<file path="src/rtl/tmr_mon_pkg.sv">
// rtl/tmr_mon_pkg.sv - shared types and lane codes for tmr_mismatch_monitor
package tmr_mon_pkg;

  typedef enum logic [1:0] {
    ST_OK      = 2'd0,
    ST_SUSPECT = 2'd1,
    ST_FAULT   = 2'd2
  } tmr_state_e;

  localparam logic [1:0] LANE_A     = 2'd0;
  localparam logic [1:0] LANE_B     = 2'd1;
  localparam logic [1:0] LANE_C     = 2'd2;
  localparam logic [1:0] LANE_MULTI = 2'd3;

  // Lane code of the first mismatched lane; only meaningful for single-lane events.
  function automatic logic [1:0] lane_code(input logic [2:0] mis);
    if (mis[0])      lane_code = LANE_A;
    else if (mis[1]) lane_code = LANE_B;
    else             lane_code = LANE_C;
  endfunction

endpackage

</file>
<file path="src/rtl/tmr_sat_counter.sv">
// rtl/tmr_sat_counter.sv - saturating event counter with synchronous clear
module tmr_sat_counter #(
  parameter int CNT_W = 8
) (
  input  logic             clk,
  input  logic             rst,
  input  logic             inc,
  input  logic             clr,
  output logic [CNT_W-1:0] count
);

  logic [CNT_W-1:0] r_count;

  always_ff @(posedge clk or posedge rst) begin
    if (rst) begin
      r_count <= '0;
    end else if (clr) begin
      r_count <= '0;
    end else if (inc && (r_count != {CNT_W{1'b1}})) begin
      r_count <= r_count + 1'b1;
    end
  end

  assign count = r_count;

endmodule

</file>
<file path="src/rtl/tmr_mismatch_monitor.sv">
// rtl/tmr_mismatch_monitor.sv - TMR lane voter with transient/persistent fault tracking
// Per-lane counters are built only when TMR_MON_COUNTERS_EN is defined.
module tmr_mismatch_monitor
  import tmr_mon_pkg::*;
#(
  parameter int WIDTH   = 1,
  parameter int PERSIST = 3,
  parameter int CNT_W   = 8
) (
  input  logic             clk,
  input  logic             rst,
  input  logic [WIDTH-1:0] in_a,
  input  logic [WIDTH-1:0] in_b,
  input  logic [WIDTH-1:0] in_c,
  input  logic             clr,
  output logic [WIDTH-1:0] voted,
  output logic [2:0]       err,
  output logic [2:0]       err_sticky,
  output logic             fault,
  output logic [1:0]       fault_lane,
  output logic [CNT_W-1:0] cnt_a,
  output logic [CNT_W-1:0] cnt_b,
  output logic [CNT_W-1:0] cnt_c
);

  localparam logic [3:0] PERSIST_N = 4'(PERSIST);

  logic [WIDTH-1:0] w_vote;
  logic [2:0]       w_mis;
  logic             w_any;
  logic             w_multi;
  logic [1:0]       w_lane;

  tmr_state_e       r_state;
  logic [3:0]       r_run;
  logic [1:0]       r_susp;
  logic [WIDTH-1:0] r_voted;
  logic [2:0]       r_err;
  logic [2:0]       r_sticky;
  logic             r_fault;
  logic [1:0]       r_fault_lane;

  assign w_vote   = (in_a & in_b) | (in_a & in_c) | (in_b & in_c);
  assign w_mis[0] = |(in_a ^ w_vote);
  assign w_mis[1] = |(in_b ^ w_vote);
  assign w_mis[2] = |(in_c ^ w_vote);
  assign w_any    = |w_mis;
  assign w_multi  = (w_mis[0] & w_mis[1]) | (w_mis[0] & w_mis[2]) | (w_mis[1] & w_mis[2]);
  assign w_lane   = lane_code(w_mis);

  always_ff @(posedge clk or posedge rst) begin
    if (rst) begin
      r_state      <= ST_OK;
      r_run        <= '0;
      r_susp       <= LANE_A;
      r_voted      <= '0;
      r_err        <= '0;
      r_sticky     <= '0;
      r_fault      <= 1'b0;
      r_fault_lane <= LANE_A;
    end else begin
      r_voted <= w_vote;
      r_err   <= w_mis;
      if (clr) begin
        // Clear wins over any event sampled in the same cycle.
        r_state      <= ST_OK;
        r_run        <= '0;
        r_susp       <= LANE_A;
        r_sticky     <= '0;
        r_fault      <= 1'b0;
        r_fault_lane <= LANE_A;
      end else begin
        r_sticky <= r_sticky | w_mis;
        case (r_state)
          ST_OK: begin
            if (w_multi) begin
              r_state      <= ST_FAULT;
              r_fault      <= 1'b1;
              r_fault_lane <= LANE_MULTI;
            end else if (w_any) begin
              if (PERSIST_N == 4'd1) begin
                r_state      <= ST_FAULT;
                r_fault      <= 1'b1;
                r_fault_lane <= w_lane;
              end else begin
                r_state <= ST_SUSPECT;
                r_susp  <= w_lane;
                r_run   <= 4'd1;
              end
            end
          end
          ST_SUSPECT: begin
            if (w_multi) begin
              r_state      <= ST_FAULT;
              r_fault      <= 1'b1;
              r_fault_lane <= LANE_MULTI;
            end else if (!w_any) begin
              r_state <= ST_OK;
              r_run   <= '0;
            end else if (w_lane == r_susp) begin
              if (r_run + 4'd1 == PERSIST_N) begin
                r_state      <= ST_FAULT;
                r_fault      <= 1'b1;
                r_fault_lane <= r_susp;
              end
              r_run <= r_run + 4'd1;
            end else begin
              // A different lane restarts the persistence run.
              r_susp <= w_lane;
              r_run  <= 4'd1;
            end
          end
          ST_FAULT: begin
            r_state <= ST_FAULT;
          end
          default: begin
            r_state <= ST_OK;
            r_run   <= '0;
          end
        endcase
      end
    end
  end

  assign voted      = r_voted;
  assign err        = r_err;
  assign err_sticky = r_sticky;
  assign fault      = r_fault;
  assign fault_lane = r_fault_lane;

`ifdef TMR_MON_COUNTERS_EN
  tmr_sat_counter #(.CNT_W(CNT_W)) u_cnt_a (
    .clk(clk), .rst(rst), .inc(w_mis[0]), .clr(clr), .count(cnt_a)
  );
  tmr_sat_counter #(.CNT_W(CNT_W)) u_cnt_b (
    .clk(clk), .rst(rst), .inc(w_mis[1]), .clr(clr), .count(cnt_b)
  );
  tmr_sat_counter #(.CNT_W(CNT_W)) u_cnt_c (
    .clk(clk), .rst(rst), .inc(w_mis[2]), .clr(clr), .count(cnt_c)
  );
`else
  assign cnt_a = '0;
  assign cnt_b = '0;
  assign cnt_c = '0;
`endif

endmodule

</file>
<file path="config.mk">
export PLATFORM = sky130hd
export DESIGN_NAME = tmr_mismatch_monitor
export DESIGN_NICKNAME = d
export VERILOG_FILES = /design/src/rtl/tmr_mon_pkg.sv /design/src/rtl/tmr_sat_counter.sv /design/src/rtl/tmr_mismatch_monitor.sv
export SDC_FILE = /design/constraint.sdc
export NUM_CORES = 1
export LEC_CHECK = 0
export BUFFER_PORTS_ARGS = -buffer_cell sky130_fd_sc_hd__buf_2
export CAP_MARGIN = 15
export CORE_MARGIN = 3
export CORE_UTILIZATION = 49
export CTS_CLUSTER_SIZE = 24
export DETAILED_ROUTE_END_ITERATION = 10
export PLACE_DENSITY_LB_ADDON = 0.15
export SYNTH_ARGS = -nofsm -noshare
export SYNTH_HDL_FRONTEND = slang
export SYNTH_HIERARCHICAL = 1
export SYNTH_SLANG_ARGS = --single-unit
</file>
<file path="constraint.sdc">
create_clock -name clk -period 2.05 [get_ports clk]
set_input_delay 0.41 -clock clk [delete_from_list [all_inputs] [get_ports clk]]
set_output_delay 0.41 -clock clk [all_outputs]
set_load 0.005 [all_outputs]
</file>
==> load_flow_metrics.sql <==
INSERT INTO impl_metrics (metric_group, metric, value, unit) VALUES
('floorplan', 'initial_core_util', '54.9', '%'),
('timing', 'slew_violations', '0', ''),
('outcome', 'status', 'complete, no violations', ''),
('clocking', 'cts_resized', '0', ''),
('timing', 'rsz_0062_raised_after_global_routing', 'false', ''),
('finish', 'insertedDiodeCount', '0', ''),
('timing', 'max-slew-margin-rel', '55.9', '%'),
('routing', 'drt_total_wl', '1890', 'microns'),
('clocking', 'worst_setup_hold_path_clk_slew', '90', 'ps'),
('synth', 'synth_flop_cell', 'sky130_fd_sc_hd__dfrtp_1', ''),
('routing', 'drc', '0', ''),
('synth', 'synthesis.yosys.warnings', '6', ''),
('critical_path', 'worstReg2RegEnd', 'fault_lane[0]', ''),
('critical_path', 'required', '2220', 'ps'),
('finish', 'layout.area.seq', '450', 'sq um'),
('routing', 'number_of_nets_still_failing_antenna_checks_after_routing', '0', ''),
('global_routing', 'wire_length_of_the_first_global_routing_pass', '3340', 'microns'),
('routing', 'num_vias', '796', ''),
('routing', 'wl_per_cell', '11.7', 'microns'),
('synth', 'synth.cells.most_frequent', 'sky130_fd_sc_hd__buf_4 (27), sky130_fd_sc_hd__dfrtp_1 (18), sky130_fd_sc_hd__nor2_1 (11)', ''),
('clocking', 'clock_sinks', '18', ''),
('clocking', 'clock_tree_from_tritoncts', 'done', ''),
('global_routing', 'grt-ovfl-total', '0', ''),
('power', 'clock_power_share', '24.3', '%'),
('critical_path', 'cp-start-kind', 'flip-flop', ''),
('power', 'static-leakage-power', '0.589', 'nW'),
('place', 'placed_instance_count', '159', ''),
('clocking', 'insertion_delay', '280', 'ps'),
('global_routing', 'grt_start_max_net_pins', '19', ''),
('power', 'vdd.ir_drop.worst', '0.000325', 'V'),
('critical_path', 'critical_path.max_fanout', '6', ''),
('power', 'pwr-share-comb', '18.3', '%'),
('critical_path', 'r2r_slack', '310', 'ps'),
('synth', 'yosys-top-cells-area', 'sky130_fd_sc_hd__dfrtp_1 (39%), sky130_fd_sc_hd__buf_4 (18%), sky130_fd_sc_hd__nand2b_1 (3.8%)', ''),
('synth', 'synthDominantCellAreaShare', '39.4', '%'),
('clocking', 'number_of_hold_buffers_added_after_cts', '0', ''),
('timing', 'clock_skew', '0.879', 'ps'),
('finish', 'final_cell_count_no_fill', '162', ''),
('routing', 'first_iter_violations', '10', ''),
('finish', 'fillCellCount', '197', ''),
('global_routing', 'groute.usage.overall', '15.6', '%'),
('clocking', 'tritoncts.num_buffers', '3', ''),
('run', 'drv.max_cap_violation_count', '0', ''),
('critical_path', 'critical_path.startpoint', 'r_run[0]', ''),
('finish', 'syn_to_final_growth', '1.97', '%'),
('floorplan', 'die_width', '54.3', 'microns'),
('critical_path', 'critPathArrivalTime', '1910', 'ps'),
('critical_path', 'setup.worst_path.end_class', 'flip-flop', ''),
('timing', 'maxClockFrequency', '575', 'MHz'),
('synth', 'number_of_flops_mapped_to_enable_cells_by_yosys', '0', ''),
('routing', 'routed-wl-met2', '876', 'microns'),
('clocking', 'htree_num_levels', '1', ''),
('place', 'gpl.final_weighted_congestion', '0.833', ''),
('finish', 'multi_input_area', '547', 'sq um'),
('global_routing', 'grt_pass1_vias', '738', ''),
('timing', 'worst_hold_slack', '206', 'ps'),
('global_routing', 'initial_antenna_violation_count', '0', ''),
('power', 'powerDensity', '581', 'nW/um^2'),
('synth', 'synth_top_area_cell', 'sky130_fd_sc_hd__dfrtp_1', ''),
('synth', 'yosysMostFrequentCell', 'sky130_fd_sc_hd__buf_4', ''),
('synth', 'async_reset_ff_share', '100', '%'),
('synth', 'ys_seq_elements', '18', ''),
('routing', 'drt-pass1-iter-count', '4', ''),
('floorplan', 'floorplan.die.height', '54.3', 'microns'),
('timing', 'fin_setup_tns', '0', 'ps'),
('routing', 'viasPerCell', '4.91', ''),
('clocking', 'clk_path_buf_depth', '2', ''),
('synth', 'synthesis.area_per_instance', '9.45', 'sq um'),
('critical_path', 'worst-r2r-cell-count', '7', ''),
('floorplan', 'die_area', '2950', 'sq um'),
('routing', 'met3_routed_wl', '113', 'microns');
==> state kept, by name, summed over array words and instances, names as in the netlist <==
name,flops
fault_lane,2
err,3
r_run,4
r_susp,2
fault,1
r_state,2
voted,1
err_sticky,3
==> cells by family (layout without fill, tap and decap cells) <==
logic type                 Yosys count  in the layout  share of synthesized area, %
AOI/OAI and AO/OA                   18             18                          13.0
xor gates and xnor gates             3              3                          2.30
adders and majority gates            2              2                          2.19
buffers and inverters               35             26                          20.3
DFF                                 18             18                          39.4
muxes                                4              4                          3.61
other                                1             24                         0.328
and+or+nand+nor                     40             40                          18.8
==> worst max-delay path, cell delays in order (launching register included) <==
cell and delay [ps]:
sky130_fd_sc_hd__dfrtp_1 440, sky130_fd_sc_hd__ha_1 260, sky130_fd_sc_hd__and2_1 150, sky130_fd_sc_hd__a21oi_1 60, sky130_fd_sc_hd__o32ai_1 260, sky130_fd_sc_hd__buf_4 180, sky130_fd_sc_hd__nand3_2 110, sky130_fd_sc_hd__mux2i_1 160
==> final cells by class <==
class | instances | share of cell area, %
Multi-Input combinational cell | 91 | 46.9
Sequential cell | 18 | 38.6
Timing Repair Buffer | 17 | 7.73
Tap cell | 27 | 2.90
Clock buffer | 3 | 1.93
Inverter | 6 | 1.93
==> worst max-delay path by stage <==
stage          slack (ps)            end  depth (start not counted)
4_1_cts               290  fault_lane[0]                          7
6_report              310  fault_lane[0]                          7
3_5_place_dp          100  fault_lane[0]                          6
3_3_place_gp          120  fault_lane[1]                          6
2_1_floorplan         230  fault_lane[0]                          6
5_1_grt               150          fault                          7
==> routing by layer <==
layer,up-vias,track usage [%]
met4,0,8.71
met2,29,25.1
met3,2,1.63
met1,371,20.4
met5,-,0
li1,394,-
==> cell usage in the layout (no fill, tap or decap), types with 3 or more instances in the layout <==
cell type | netlist | routed
sky130_fd_sc_hd__a21oi_1 | 4 | 4
sky130_fd_sc_hd__buf_2 | 0 | 15
sky130_fd_sc_hd__clkbuf_4 | 0 | 3
sky130_fd_sc_hd__conb_1 | 1 | 24
sky130_fd_sc_hd__dfrtp_1 | 18 | 18
sky130_fd_sc_hd__inv_1 | 6 | 6
sky130_fd_sc_hd__mux2i_1 | 3 | 3
sky130_fd_sc_hd__nand2_1 | 6 | 6
sky130_fd_sc_hd__nand2b_1 | 7 | 7
sky130_fd_sc_hd__nand3_1 | 4 | 4
sky130_fd_sc_hd__nand4_1 | 3 | 3
sky130_fd_sc_hd__nor2_1 | 11 | 11
==> power by group through the flow <==
stage	sequential (mW)	clock (mW)	combinational, mW
floorplan	0.396	0	0.125
global placement	0.396	0	0.121
detailed placement	0.396	0	0.123
CTS	0.389	0.172	0.124
global route	0.393	0.188	0.142
finish	0.389	0.165	0.124
==> per-stage QoR <==
step                cell area, sq um  utilization [%]  power [mW]  setup WS (ps)
detailed placement              1140             54.9       0.520            101
finish                          1170             56.0       0.677            312
global placement                1140             54.9       0.517            125
floorplan                       1230                -       0.521            226
global route                    1170             56.0       0.724            148
CTS                             1170             56.0       0.685            291
Note: power is estimated with default switching activity, not from simulation.
